## config.mk

```make
export PLATFORM = sky130hd
export DESIGN_NAME = mem_stage
export DESIGN_NICKNAME = d
export VERILOG_FILES = /design/src/rtl/mem_stage.sv
export SDC_FILE = /design/constraint.sdc
export NUM_CORES = 1
export LEC_CHECK = 0
export ABC_AREA = 1
export CAP_MARGIN = 20
export CORE_MARGIN = 5
export CORE_UTILIZATION = 40
export CTS_BUF_LIST = sky130_fd_sc_hd__clkbuf_4
export DETAILED_ROUTE_END_ITERATION = 10
export GPL_ROUTABILITY_DRIVEN = 0
export PLACE_DENSITY = 0.8
export SLEW_MARGIN = 20
export SYNTH_ARGS = -nofsm -noshare
export SYNTH_HDL_FRONTEND = slang
export SYNTH_SLANG_ARGS = --single-unit
```

## constraint.sdc

```tcl
create_clock -name clk -period 5.45 [get_ports clk]
set_input_delay 0.8175 -clock clk [delete_from_list [all_inputs] [get_ports clk]]
set_output_delay 0.8175 -clock clk [all_outputs]
set_load 0.03 [all_outputs]
```

## src/rtl/mem_stage.sv

```systemverilog
// Memory-access pipeline stage: holds one EXE->MEM instruction, waits for its data_ok,
// aligns load data and hands the result to WB. Responses of flushed requests are dropped.
module mem_stage #(
  parameter int ES_TO_MS_BUS_WD = 197,
  parameter int MS_TO_WS_BUS_WD = 157
) (
  input  logic                       clk,
  input  logic                       reset,
  input  logic                       ws_allowin,
  output logic                       ms_allowin,
  input  logic                       es_to_ms_valid,
  input  logic [ES_TO_MS_BUS_WD-1:0] es_to_ms_bus,
  input  logic                       es_mem_req_pending,
  input  logic                       wb_flush,
  input  logic                       data_sram_data_ok,
  input  logic [31:0]                data_sram_rdata,
  output logic [4:0]                 ms_to_ds_dest,
  output logic [31:0]                ms_to_ds_result,
  output logic                       ms_to_ds_load_wait,
  output logic                       ms_to_ds_is_exc,
  output logic                       ms_to_ws_valid,
  output logic [MS_TO_WS_BUS_WD-1:0] ms_to_ws_bus
);

  logic                       ms_valid_reg, ms_valid_next;
  logic [ES_TO_MS_BUS_WD-1:0] bus_reg;
  logic                       data_have_reg, data_have_next;
  logic [31:0]                data_buf_reg, data_buf_next;
  logic [1:0]                 discard_cnt_reg, discard_cnt_next;
  logic [2:0]                 cnt_sum;

  // Field decode of the latched EXE->MEM bus
  logic        st_or_ld, res_from_mem, gr_we, res_from_csr, is_exc;
  logic [4:0]  load_op, dest;
  logic [31:0] alu_result, pc, csr_rdata;
  logic [5:0]  ecode;

  assign st_or_ld     = bus_reg[196];
  assign load_op      = bus_reg[195:191];
  assign res_from_mem = bus_reg[190];
  assign gr_we        = bus_reg[189];
  assign dest         = bus_reg[188:184];
  assign alu_result   = bus_reg[183:152];
  assign pc           = bus_reg[151:120];
  assign res_from_csr = bus_reg[119];
  assign csr_rdata    = bus_reg[118:87];
  assign is_exc       = bus_reg[86];
  assign ecode        = bus_reg[17:12];

  // An ALE exception means EXE never issued the request, so there is nothing to wait for.
  logic need_data, data_ok_acc, ms_ready_go, leaving;

  assign need_data   = ms_valid_reg & st_or_ld & ~(is_exc & (ecode == 6'h09));
  assign data_ok_acc = data_sram_data_ok & (discard_cnt_reg == 2'd0);
  assign ms_ready_go = ~need_data | data_have_reg | data_ok_acc;

  assign ms_allowin     = ~ms_valid_reg | (ms_ready_go & ws_allowin);
  assign ms_to_ws_valid = ms_valid_reg & ms_ready_go & ~wb_flush;
  assign leaving        = ms_to_ws_valid & ws_allowin;

  // Load alignment: buffered data if we already have it, else the live response
  logic [31:0] load_src;
  logic [7:0]  src_byte [4];
  logic [7:0]  sel_byte;
  logic [15:0] sel_half;
  logic [31:0] aligned;
  logic [31:0] final_result;

  assign load_src = data_have_reg ? data_buf_reg : data_sram_rdata;

  genvar gi;
  generate
    for (gi = 0; gi < 4; gi++) begin : g_byte_lane
      assign src_byte[gi] = load_src[8*gi +: 8];
    end
  endgenerate

  assign sel_byte = src_byte[alu_result[1:0]];
  assign sel_half = alu_result[1] ? load_src[31:16] : load_src[15:0];

  always_comb begin
    aligned = load_src;
    if (load_op[0])      aligned = load_src;
    else if (load_op[1]) aligned = {{24{sel_byte[7]}}, sel_byte};
    else if (load_op[3]) aligned = {24'h0, sel_byte};
    else if (load_op[2]) aligned = {{16{sel_half[15]}}, sel_half};
    else if (load_op[4]) aligned = {16'h0, sel_half};
  end

  assign final_result = res_from_mem ? aligned :
                        res_from_csr ? csr_rdata : alu_result;

  assign ms_to_ws_bus = {gr_we & ~is_exc & ms_valid_reg, dest, final_result, pc, bus_reg[86:0]};

  assign ms_to_ds_dest      = (ms_valid_reg & gr_we) ? dest : 5'd0;
  assign ms_to_ds_result    = final_result;
  assign ms_to_ds_load_wait = ms_valid_reg & res_from_mem & ~data_have_reg;
  assign ms_to_ds_is_exc    = ms_valid_reg & is_exc;

  always_comb begin
    ms_valid_next = ms_valid_reg;
    if (wb_flush)        ms_valid_next = 1'b0;
    else if (ms_allowin) ms_valid_next = es_to_ms_valid;
  end

  always_comb begin
    data_have_next = data_have_reg;
    data_buf_next  = data_buf_reg;
    if (wb_flush | leaving) begin
      data_have_next = 1'b0;
    end else if (need_data & data_ok_acc & ~data_have_reg) begin
      data_have_next = 1'b1;
      data_buf_next  = data_sram_rdata;
    end
  end

  // Outstanding responses that belong to squashed requests; a flush may add
  // MEM's own unanswered request and EXE's already-accepted one.
  always_comb begin
    cnt_sum = {1'b0, discard_cnt_reg};
    if (data_sram_data_ok && discard_cnt_reg != 2'd0) cnt_sum = cnt_sum - 3'd1;
    if (wb_flush) begin
      cnt_sum = cnt_sum + {2'b0, need_data & ~data_have_reg & ~data_ok_acc}
                        + {2'b0, es_mem_req_pending};
    end
    discard_cnt_next = cnt_sum[1:0];
  end

  always_ff @(posedge clk) begin
    if (reset) begin
      ms_valid_reg    <= 1'b0;
      bus_reg         <= '0;
      data_have_reg   <= 1'b0;
      data_buf_reg    <= 32'h0;
      discard_cnt_reg <= 2'd0;
    end else begin
      ms_valid_reg    <= ms_valid_next;
      data_have_reg   <= data_have_next;
      data_buf_reg    <= data_buf_next;
      discard_cnt_reg <= discard_cnt_next;
      if (es_to_ms_valid & ms_allowin) bus_reg <= es_to_ms_bus;
    end
  end

  discard_cnt_bound : assert property (@(posedge clk) disable iff (reset) cnt_sum <= 3'd2);

endmodule

```

==> results of run 1 <==
cells in the mapped netlist (all sizes together):
cell type / n
or2: 16
and3: 1
ha: 1
nand3: 232
xor2: 1
buf: 242
o21ai: 73
dfxtp: 233
nor3: 1
inv: 279
o211ai: 16
clkinv: 1
fa: 1
nor2: 323
a21oi: 205
clkbuf: 66
nand2: 515
per-layer routing:
metal / vias up / GRT usage / part of all wire
li1: 7094 / - / -
met1: 6372 / 0.263 / 0.39
met3: 129 / 0.0776 / 0.10
met4: 6 / 0.112 / 0.046
met2: 604 / 0.360 / 0.46
met5: - / 0 / 0.00090
kinds of logic after synthesis:
kind of cell    after synthesis  synth area share
compound gates              294             0.107
xor+xnor                      1          0.000619
simple gates               1088             0.347
buf+inv                     588             0.214
fa+ha+maj                     2           0.00230
flops                       233             0.330
cell usage in the layout (no fill, tap or decap), drive strengths merged, types with 3 or more instances in the layout:
| master | n |
|---|---|
| nand2 | 515 |
| clkdlybuf4s50 | 432 |
| nor2 | 323 |
| inv | 282 |
| dfxtp | 233 |
| nand3 | 232 |
| a21oi | 205 |
| clkbuf | 101 |
| o21ai | 73 |
| or2 | 16 |
| o211ai | 16 |
| clkinv | 14 |
| buf | 13 |
| diode | 3 |
| clkinvlp | 3 |
power by group through the flow:
stage,Sequential [uW],Combinational [uW],Clock [uW]
floorplan,1900,990,0
global placement,1920,1420,0
detailed placement,1920,1440,0
CTS,1890,1450,1760
global route,1900,1560,1860
finish,1890,1450,1700
cell type report:
| type | count | area, um2 |
|---|---|---|
| Antenna cell | 3 | 7.51 |
| Clock buffer | 101 | 758 |
| Clock inverter | 20 | 116 |
| Fill cell | 3358 | 16600 |
| Inverter | 280 | 1060 |
| Multi-Input combinational cell | 1385 | 6470 |
| Sequential cell | 233 | 4670 |
| Tap cell | 455 | 569 |
| Timing Repair Buffer | 445 | 4470 |
through the flow:
| stage | utilization | cell area, um2 | cells |
|---|---|---|---|
| global route | 0.522 | 18100 | 2921 |
| CTS | 0.522 | 18100 | 2919 |
| finish | 0.522 | 18100 | 2922 |
| detailed placement | 0.496 | 17200 | 2798 |
| global placement | 0.496 | 17200 | 2798 |
| floorplan | - | 14100 | 2206 |
worst paths after layout:
check | from | to | slack [ns] | cells after the start
worst max-delay path | data_have_reg | ms_to_ws_bus[128] | 1.07 | 12
worst min register to register | bus_reg[159] | bus_reg[159] | 0.48 | 2
worst min-delay path | bus_reg[159] | bus_reg[159] | 0.48 | 2
worst max register to register | data_have_reg | bus_reg[69] | 2.36 | 10
tightest hold or removal path, cell delays in order (launching register included):
cell and delay, ns:
dfxtp_1 0.32, a21oi_1 0.04, nor2_1 0.08
==> key figures, run 1 <==
STA
  • Unrepaired setup endpoints after global routing: false
  • Final Skew: 0.0409 ns
  • Fin Setup TNS: 0 ns
  • Slew @ Worst Pin: 1.07 ns
  • Fmax: about 230 MHz
  • Slew headroom: 0.284
  • Min cycle time layout: around 4.4 ns
  • Crit share post-route: 0.804
  • Setup WS post-layout: around 1.1 ns
  • Slew Viols, Final: 0
  • Final Hold Vio Count: 0
  • # setup viols final: 0
  • Hold WS: ~0.48 ns

Place
  • PortBufs: roughly 430
  • HPWL after DPL: around 32000 um
  • Pre-CTS setup slack: roughly 1.4 ns

Clock network
  • H-tree levels: 3
  • Clock-pin slew on the worst setup and hold paths: 0.06 ns
  • Bufs on Longest Clock Path: 3
  • Post-CTS Resized: 0
  • Setup bufs post-CTS: 0
  • CTS Sinks: between 200 and 250
  • Num CTS Buffers: between 60 and 70
  • Hold_buf cts: 0
  • TritonCTS clock tree: built
  • Clock root cell: clkbuf_4
  • Worst skew pair latency: 0.71 ns

Worst setup path
  • Crit path buffers/inverters: 4
  • Type of origin of the critical path: register
  • CP peak stage delay: around 0.7 ns
  • Top delay family on crit path: buffers and inverters
  • CP Class: register to primary output
  • Element type at the critical path end: primary output
  • CP Cell Sequence: buf_4 -> inv_4 -> o21ai_0 -> nand2_1 -> nand2_1 -> inv_1 -> nand2_1 -> nand2_2 -> nand2_1 -> nand2_1 -> nand2_1 -> clkdlybuf4s50_1
  • Critical-path top delay cell: clkdlybuf4s50_1
  • CP arrival: approximately 3.6 ns
  • Most frequent CP cell: nand2_1
  • CP max FO: 42
  • CP Data Required Time: 4.63 ns

GRT
  • Global-route wire length before repair: between 70000 and 80000 um
  • Vias in the first global route: around 14000
  • Initial antenna violation count: 5
  • Largest net degree at the start of global routing: 148
  • All-Layer GR Usage: 0.223
  • Total grt overflow: 0

Routing
  • Vias per std cell: roughly 5
  • Wirelength per Cell: 15.7 um
  • Total wire length: roughly 46000 um
  • Post-DRT Antenna Nets: 0
  • Detailed-router iteration count before antenna repair: 5
  • DR vias: approximately 14000
  • Post-route DRC: 0
  • DR iter-0 viols: ~950

Synthesis
  • Avg Synthesized Cell Area: 6.41 um2
  • Library cells used by synthesis: 28
  • Largest area contributor in the netlist: dfxtp_1
  • Gate Count Post-Synth: 2206
  • Post-synthesis register bit count: approximately 230
  • Yosys warning count: 0
  • Mapped Area: approximately 0.014 mm2
  • Top cells by area, synth: dfxtp_1, nand2_1, buf_4
  • Seq/Total Area, Yosys: 0.330
  • Top cell type's share of synthesized area: 0.330
  • Net Count, Synth: roughly 2400

Finish
  • Share of cells above drive strength 1: 0.0978
  • Area Growth Syn to Fin: 28.1%
  • Largest register FFs: ~200
  • Fin nets: between 2000 and 3000

Power and ir drop
  • Total power: between 5000 and 6000 uW
  • Pwr Density: roughly 280 mW/mm2
  • Sw frac: 0.340
  • Lkg Pwr: 0.00900 uW
  • Peak supply drop: between 0.15 and 0.2 mV
  • Clock share of power: 0.337
  • Sequential share of power: 0.376
  • Internal: between 3000 and 4000 uW
  • Sw Pwr: 1710 uW
  • Comb pwr share: 0.287

Worst hold path
  • Class of the worst hold path: register to register

Floorplan
  • Die ar.: about 0.039 mm2
  • Cell Rows: ~70
  • Core area: roughly 0.035 mm2
  • Die width: about 200 um
  • Io pins: 434
  • Starting Density: 0.408
  • Die height: 198 um

Run
  • Total of max-cap violations: 0

Run status
  • Status: completed
(Power assumes the default switching activity.)
==> run 2, diff against run 1 <==
==> constraint.sdc (replaced) <==
create_clock -name clk -period 4.1 [get_ports clk]
set_input_delay 0.615 -clock clk [delete_from_list [all_inputs] [get_ports clk]]
set_output_delay 0.615 -clock clk [all_outputs]
set_load 0.03 [all_outputs]
==> run 2 against run 1 <==
  * Cell count is 0.21% higher
  * Global-route usage is 0.37 points higher
  * Sequential share of layout area is 0.13 points lower
  * Routed wire length is 1.5% higher
  * Total power is 33% higher
  * Critical path type unchanged
  * Worst hold slack better by 0.0015 ns
  * Utilization is 0.26 points higher
  * Critical path depth is 2 lower
  * Combinational power is 33% higher
  * Register-to-register slack worse by 0.86 ns
  * Setup slack worse by 0.77 ns
  * Clock skew is 0.013 ns higher
==> key figures, run 2 (same netlist as run 1, synthesis figures left out) <==
STA
  • Final Skew: around 0.054 ns
  • Min cycle time layout: between 3 and 4 ns
  • # setup viols final: 0
  • Unrepaired setup endpoints after global routing: false
  • Fmax: about 260 MHz
  • Setup WS post-layout: slightly below 0.3 ns
  • Crit share post-route: 0.928
  • Fin Setup TNS: 0 ns
  • Final Hold Vio Count: 0
  • Slew @ Worst Pin: ~1.1 ns
  • Slew Viols, Final: 0
  • Slew headroom: 0.270

Finish
  • Fin nets: approximately 2700
  • Area occupied by registers: between 0.004 and 0.005 mm2
  • Fillers: 3310
  • Share of cells above drive strength 1: 0.0992
  • Area Growth Syn to Fin: 28.7%
  • Commonest non-fill, non-tap cell in the layout: nand2_1
  • Most frequent cells in the layout: nand2_1, clkdlybuf4s50_1, nor2_1
  • Area occupied by multi-input gates: between 0.006 and 0.007 mm2
  • Largest register FFs: around 200

Worst hold path
  • Class of the worst hold path: register to register

Worst setup path
  • Crit path buffers/inverters: 2
  • FF-to-FF setup slack: roughly 1.5 ns
  • Critical-path top delay cell: clkdlybuf4s50_1
  • CP max FO: 25
  • CP Cell Sequence: buf_4 -> nand2_1 -> nand3_1 -> nand3_2 -> nand2_1 -> nand2_1 -> nand3_1 -> nand2_1 -> nand2_1 -> clkdlybuf4s50_1
  • Levels on crit path: 10
  • CP Class: register to primary output
  • Reg2reg end: bus_reg[88]
  • Crit path to: ms_to_ds_result[27]
  • Type of origin of the critical path: register
  • Critical path origin: data_have_reg
  • Most frequent CP cell: nand2_1
  • Element type at the critical path end: primary output
  • CP arrival: about 3.2 ns
  • CP peak stage delay: about 0.73 ns
  • Top delay family on crit path: simple AND/OR/NAND/NOR gates
  • CP Data Required Time: 3.48 ns
  • Worst R2R Start: bus_reg[86]
  • R2R cell count: 10

Power and ir drop
  • Pwr Density: between 300 and 400 mW/mm2
  • Lkg Pwr: approximately 0.0091 uW
  • Peak supply drop: about 0.25 mV

Floorplan
  • Core area: 0.0347 mm2
  • Io pins: 434
  • Cell Rows: around 70
  • Die ar.: roughly 0.04 mm2
  • Starting Density: 0.408
  • Die width: 198 um
  • Die height: a little under 200 um

Place
  • PortBufs: approximately 430
  • Pre-CTS setup slack: 0.479 ns
  • HPWL after DPL: 33100 um

GRT
  • All-Layer GR Usage: 0.226
  • Vias in the first global route: 13700
  • Total grt overflow: 0
  • Met2 GRT Util: 0.368
  • Met1 Track Usage GR: 0.263
  • Global-route wire length before repair: ~72000 um
  • Most crowded layer after global routing: met2
  • Initial antenna violation count: 6
  • M3 GR Usage: 0.0764
  • Largest net degree at the start of global routing: between 150 and 200

Routing
  • Wirelength per Cell: 15.9 um
  • Total wire length: between 40000 and 50000 um
  • Post-DRT Antenna Nets: 0
  • Vias per std cell: between 4 and 5
  • Detailed-router iteration count before antenna repair: 5
  • DR vias: around 14000
  • DR iter-0 viols: around 940
  • Post-route DRC: 0

Run status
  • Status: completed

Clock network
  • Hold_buf cts: 0
  • H-tree levels: 3
  • Clock-pin slew on the worst setup and hold paths: ~0.060 ns
  • Bufs on Longest Clock Path: 3
  • Clock root cell: clkbuf_4
  • TritonCTS clock tree: built
  • Worst skew pair latency: around 0.7 ns
  • Num CTS Buffers: slightly below 70
  • CTS Sinks: roughly 230

Run
  • Total of max-cap violations: 0
[run 2: cell count changes in the layout (fill, tap and decap cells not counted), sizes merged]
| cell | before | now |
|---|---|---|
| clkinvlp | 3 | 1 |
| diode | 3 | 4 |
| inv | 282 | 281 |
| clkinv | 14 | 13 |
| clkbuf | 101 | 99 |
| bufinv | 1 | 2 |
| buf | 13 | 23 |
[run 2: layer usage]
layer / share of wire / wire length [um]
met5: 0.00069 / 32
met2: 0.47 / 21700
met1: 0.38 / 17900
met3: 0.098 / 4540
met4: 0.050 / 2330
[run 2: area by class of cell]
cell class,count,share of cell area
Sequential cell,233,0.256
Clock buffer,99,0.0408
Timing Repair Buffer,455,0.250
Clock inverter,17,0.00639
Antenna cell,4,0.000550
Inverter,280,0.0583
Tap cell,455,0.0313
Multi-Input combinational cell,1385,0.356
[run 2: how the worst min path moves through the flow]
stage | from | endpoint | slack (ns) | cells past startpoint
floorplan | bus_reg[159] | bus_reg[159] | 0.44 | 2
global placement | bus_reg[95] | bus_reg[95] | 0.45 | 2
detailed placement | bus_reg[117] | bus_reg[117] | 0.46 | 2
CTS | data_sram_rdata[6] | data_buf_reg[6] | 0.45 | 3
global route | data_sram_rdata[22] | data_buf_reg[22] | 0.49 | 3
finish | bus_reg[95] | bus_reg[95] | 0.48 | 2
[run 2: where the power goes]
part	switching (uW)	internal, uW	leakage, uW	total, uW
Clock	1030	1230	0.000513	2260
Combinational	1130	806	0.00661	1930
Sequential	94.0	2420	0.00193	2510
[run 2: timing repair]
action                     4_1_cts  5_1_grt
resized for setup                0        4
buffers inserted                 0        2
setup endpoints to repair        0       20
[run 2: worst register-to-register path, stage by stage, from the launching register on]
cell and delay [ns]:
dfxtp_1 0.50, nand2_1 0.09, nor2_1 0.14, nand2_1 0.13
nand3_4 0.11, nand2_4 0.08, nand2_8 0.19, buf_4 0.80
nand3_1 0.31, nand2_1 0.13, nor2_1 0.04
[run 2: metrics by stage]
stage                     instances  area [um2]  hold WS [ns]  power, uW   util
final                          2928       18200         0.477       6700  0.524
after global routing           2927       18200         0.489       7070  0.524
after CTS                      2922       18200         0.451       6780  0.523
after detailed placement       2806       17300         0.463       4480  0.498
after global placement         2806       17300         0.454       4450  0.498
after floorplan                2206       14100         0.444       3850      -
==> run 3, diff against run 2 <==
--- a/config.mk
+++ b/config.mk
@@ -7,12 +7,14 @@
 export LEC_CHECK = 0
 export ABC_AREA = 1
 export CAP_MARGIN = 20
+export CELL_PAD_IN_SITES_DETAIL_PLACEMENT = 1
+export CELL_PAD_IN_SITES_GLOBAL_PLACEMENT = 2
 export CORE_MARGIN = 5
-export CORE_UTILIZATION = 40
+export CORE_UTILIZATION = 25
 export CTS_BUF_LIST = sky130_fd_sc_hd__clkbuf_4
 export DETAILED_ROUTE_END_ITERATION = 10
 export GPL_ROUTABILITY_DRIVEN = 0
-export PLACE_DENSITY = 0.8
+export PLACE_DENSITY = 0.92
 export SLEW_MARGIN = 20
 export SYNTH_ARGS = -nofsm -noshare
 export SYNTH_HDL_FRONTEND = slang
==> run 3 against run 2 <==
  * Total power grew 3.5%
  * Flip-flop and latch count stayed put
  * Non-clock buffer count grew 5
  * Worst hold slack got worse by 0.14 ns
  * Cell count grew 11%
  * Clock skew rose by 0.030 ns
  * Via count up 0.38%
  * Critical path depth fell by 1
  * Critical endpoint is now ms_to_ds_result[6]
  * Largest cell class unchanged
  * Largest power group unchanged
==> key figures, run 3 (same netlist as run 1, synthesis figures left out) <==
Run status
  • Status: completed

STA
  • # setup viols final: 0
  • Min cycle time layout: about 3.9 ns
  • Final Hold Vio Count: 0
  • Unrepaired setup endpoints after global routing: true
  • Slew headroom: 0.442
  • Slew Viols, Final: 0
  • Slew @ Worst Pin: between 0.8 and 0.9 ns
  • Crit share post-route: 0.953
  • Final Skew: about 0.084 ns
  • Fmax: 256 MHz

Routing
  • Post-DRT Antenna Nets: 0
  • Wirelength per Cell: between 15 and 20 um
  • Total wire length: 55900 um
  • DR iter-0 viols: 638
  • Post-route DRC: 0
  • DR vias: about 14000
  • Vias per std cell: approximately 4.4
  • Detailed-router iteration count before antenna repair: 4

GRT
  • Vias in the first global route: 15000
  • Initial antenna violation count: 17
  • Global-route wire length before repair: approximately 85000 um
  • All-Layer GR Usage: 0.175
  • Total grt overflow: 0
  • Largest net degree at the start of global routing: about 150

Worst setup path
  • Crit path to: ms_to_ds_result[6]
  • Element type at the critical path end: primary output
  • R2R cell count: 9
  • FF-to-FF setup slack: ~1.6 ns
  • CP Data Required Time: 3.48 ns
  • CP peak stage delay: 0.70 ns
  • Critical path origin: bus_reg[192]
  • Critical-path top delay cell: clkdlybuf4s50_1
  • Reg2reg end: bus_reg[86]
  • Worst R2R Start: data_have_reg
  • Type of origin of the critical path: register
  • CP arrival: between 3 and 4 ns
  • Most frequent CP cell: nand2_1
  • CP Class: register to primary output
  • CP Cell Sequence: nor2_1 -> buf_4 -> a21oi_1 -> nand2_1 -> nand2_1 -> nand2_1 -> nand2_1 -> nand2_1 -> clkdlybuf4s50_1
  • CP max FO: 18

Worst hold path
  • Class of the worst hold path: input pin to register
  • Min-delay src: es_to_ms_valid

Floorplan
  • Io pins: 434
  • Die height: around 250 um
  • Starting Density: 0.252
  • Core area: 0.0562 mm2
  • Die ar.: a little over 0.06 mm2
  • Cell Rows: between 80 and 90
  • Die width: 248 um

Clock network
  • Bufs on Longest Clock Path: 3
  • Clock-pin slew on the worst setup and hold paths: roughly 0.060 ns
  • Worst skew pair latency: about 0.8 ns
  • H-tree levels: 3
  • CTS Sinks: around 230
  • Hold_buf cts: 0
  • Num CTS Buffers: 77
  • Clock root cell: clkbuf_4
  • TritonCTS clock tree: built

Place
  • HPWL after DPL: ~41000 um
  • PortBufs: approximately 430

Run
  • Total of max-cap violations: 0

Finish
  • Commonest non-fill, non-tap cell in the layout: nand2_1
  • Area Growth Syn to Fin: 32.8%
  • Area occupied by multi-input gates: between 0.006 and 0.007 mm2
  • Most frequent cells in the layout: nand2_1, clkdlybuf4s50_1, nor2_1
  • Fin nets: roughly 2700
  • Fillers: about 7100
  • Share of cells above drive strength 1: 0.110
  • Largest register FFs: just under 200
  • Final core occ: 0.335
  • Area occupied by registers: about 0.0047 mm2

Power and ir drop
  • Pwr Density: ~370 mW/mm2
  • Total power: between 6000 and 7000 uW
  • Lkg Pwr: 0.00941 uW
  • Peak supply drop: around 0.17 mV
run 3: per-stage QoR:
| step | hold slack, ns | cells | setup slack [ns] | setup TNS, ns | instance area (um2) |
|---|---|---|---|---|---|
| final | 0.338 | 3244 | 0.195 | 0 | 18800 |
| after detailed placement | 0.468 | 3114 | 0.413 | 0 | 17800 |
| after floorplan | 0.444 | 2206 | 1.70 | 0 | 14100 |
| after global routing | 0.265 | 3241 | -0.0224 | -0.0453 | 18800 |
| after global placement | 0.455 | 3114 | 0.446 | 0 | 17800 |
| after CTS | 0.206 | 3235 | 0.0293 | 0 | 18700 |
run 3: where the power goes:
part,switching (uW),total (uW),internal (uW)
Combinational,1170,1970,806
Clock,1130,2450,1310
Sequential,97.7,2520,2420
Total,2400,6940,4540
run 3: what timing repair did:
action,CTS,global route
buffers inserted,0,0
endpoints found under the setup margin,50,46
resized for setup,9,26
run 3: how the worst min path moves through the flow:
stage | endpoint | cells after the start
floorplan | bus_reg[159] | 2
global placement | bus_reg[172] | 2
detailed placement | bus_reg[169] | 2
CTS | bus_reg[51] | 4
global route | bus_reg[58] | 4
finish | bus_reg[58] | 4
run 3: layout make-up:
| class | instances | share of cell area |
|---|---|---|
| clock inverter | 14 | 0.00659 |
| inverter | 280 | 0.0565 |
| timing repair buffer | 460 | 0.249 |
| clock buffer | 107 | 0.0427 |
| sequential | 233 | 0.248 |
| multi-input combinational | 1385 | 0.345 |
| tap | 756 | 0.0503 |
| antenna | 9 | 0.00120 |
run 3: critical path: cells and delay by family (launching register included):
kind,cells,cell delay (ns)
AOI/OAI and AO/OA,1,0.15
DFF,1,0.38
buffers and inverters,2,1.03
and+or+nand+nor,6,0.95
run 3: per-layer routing:
layer,part of all wire,vias to the layer above,GRT usage
met5,0.0019,-,0
met4,0.033,16,0.0725
met3,0.071,117,0.0542
met2,0.49,369,0.303
met1,0.41,6730,0.201
li1,-,7164,-
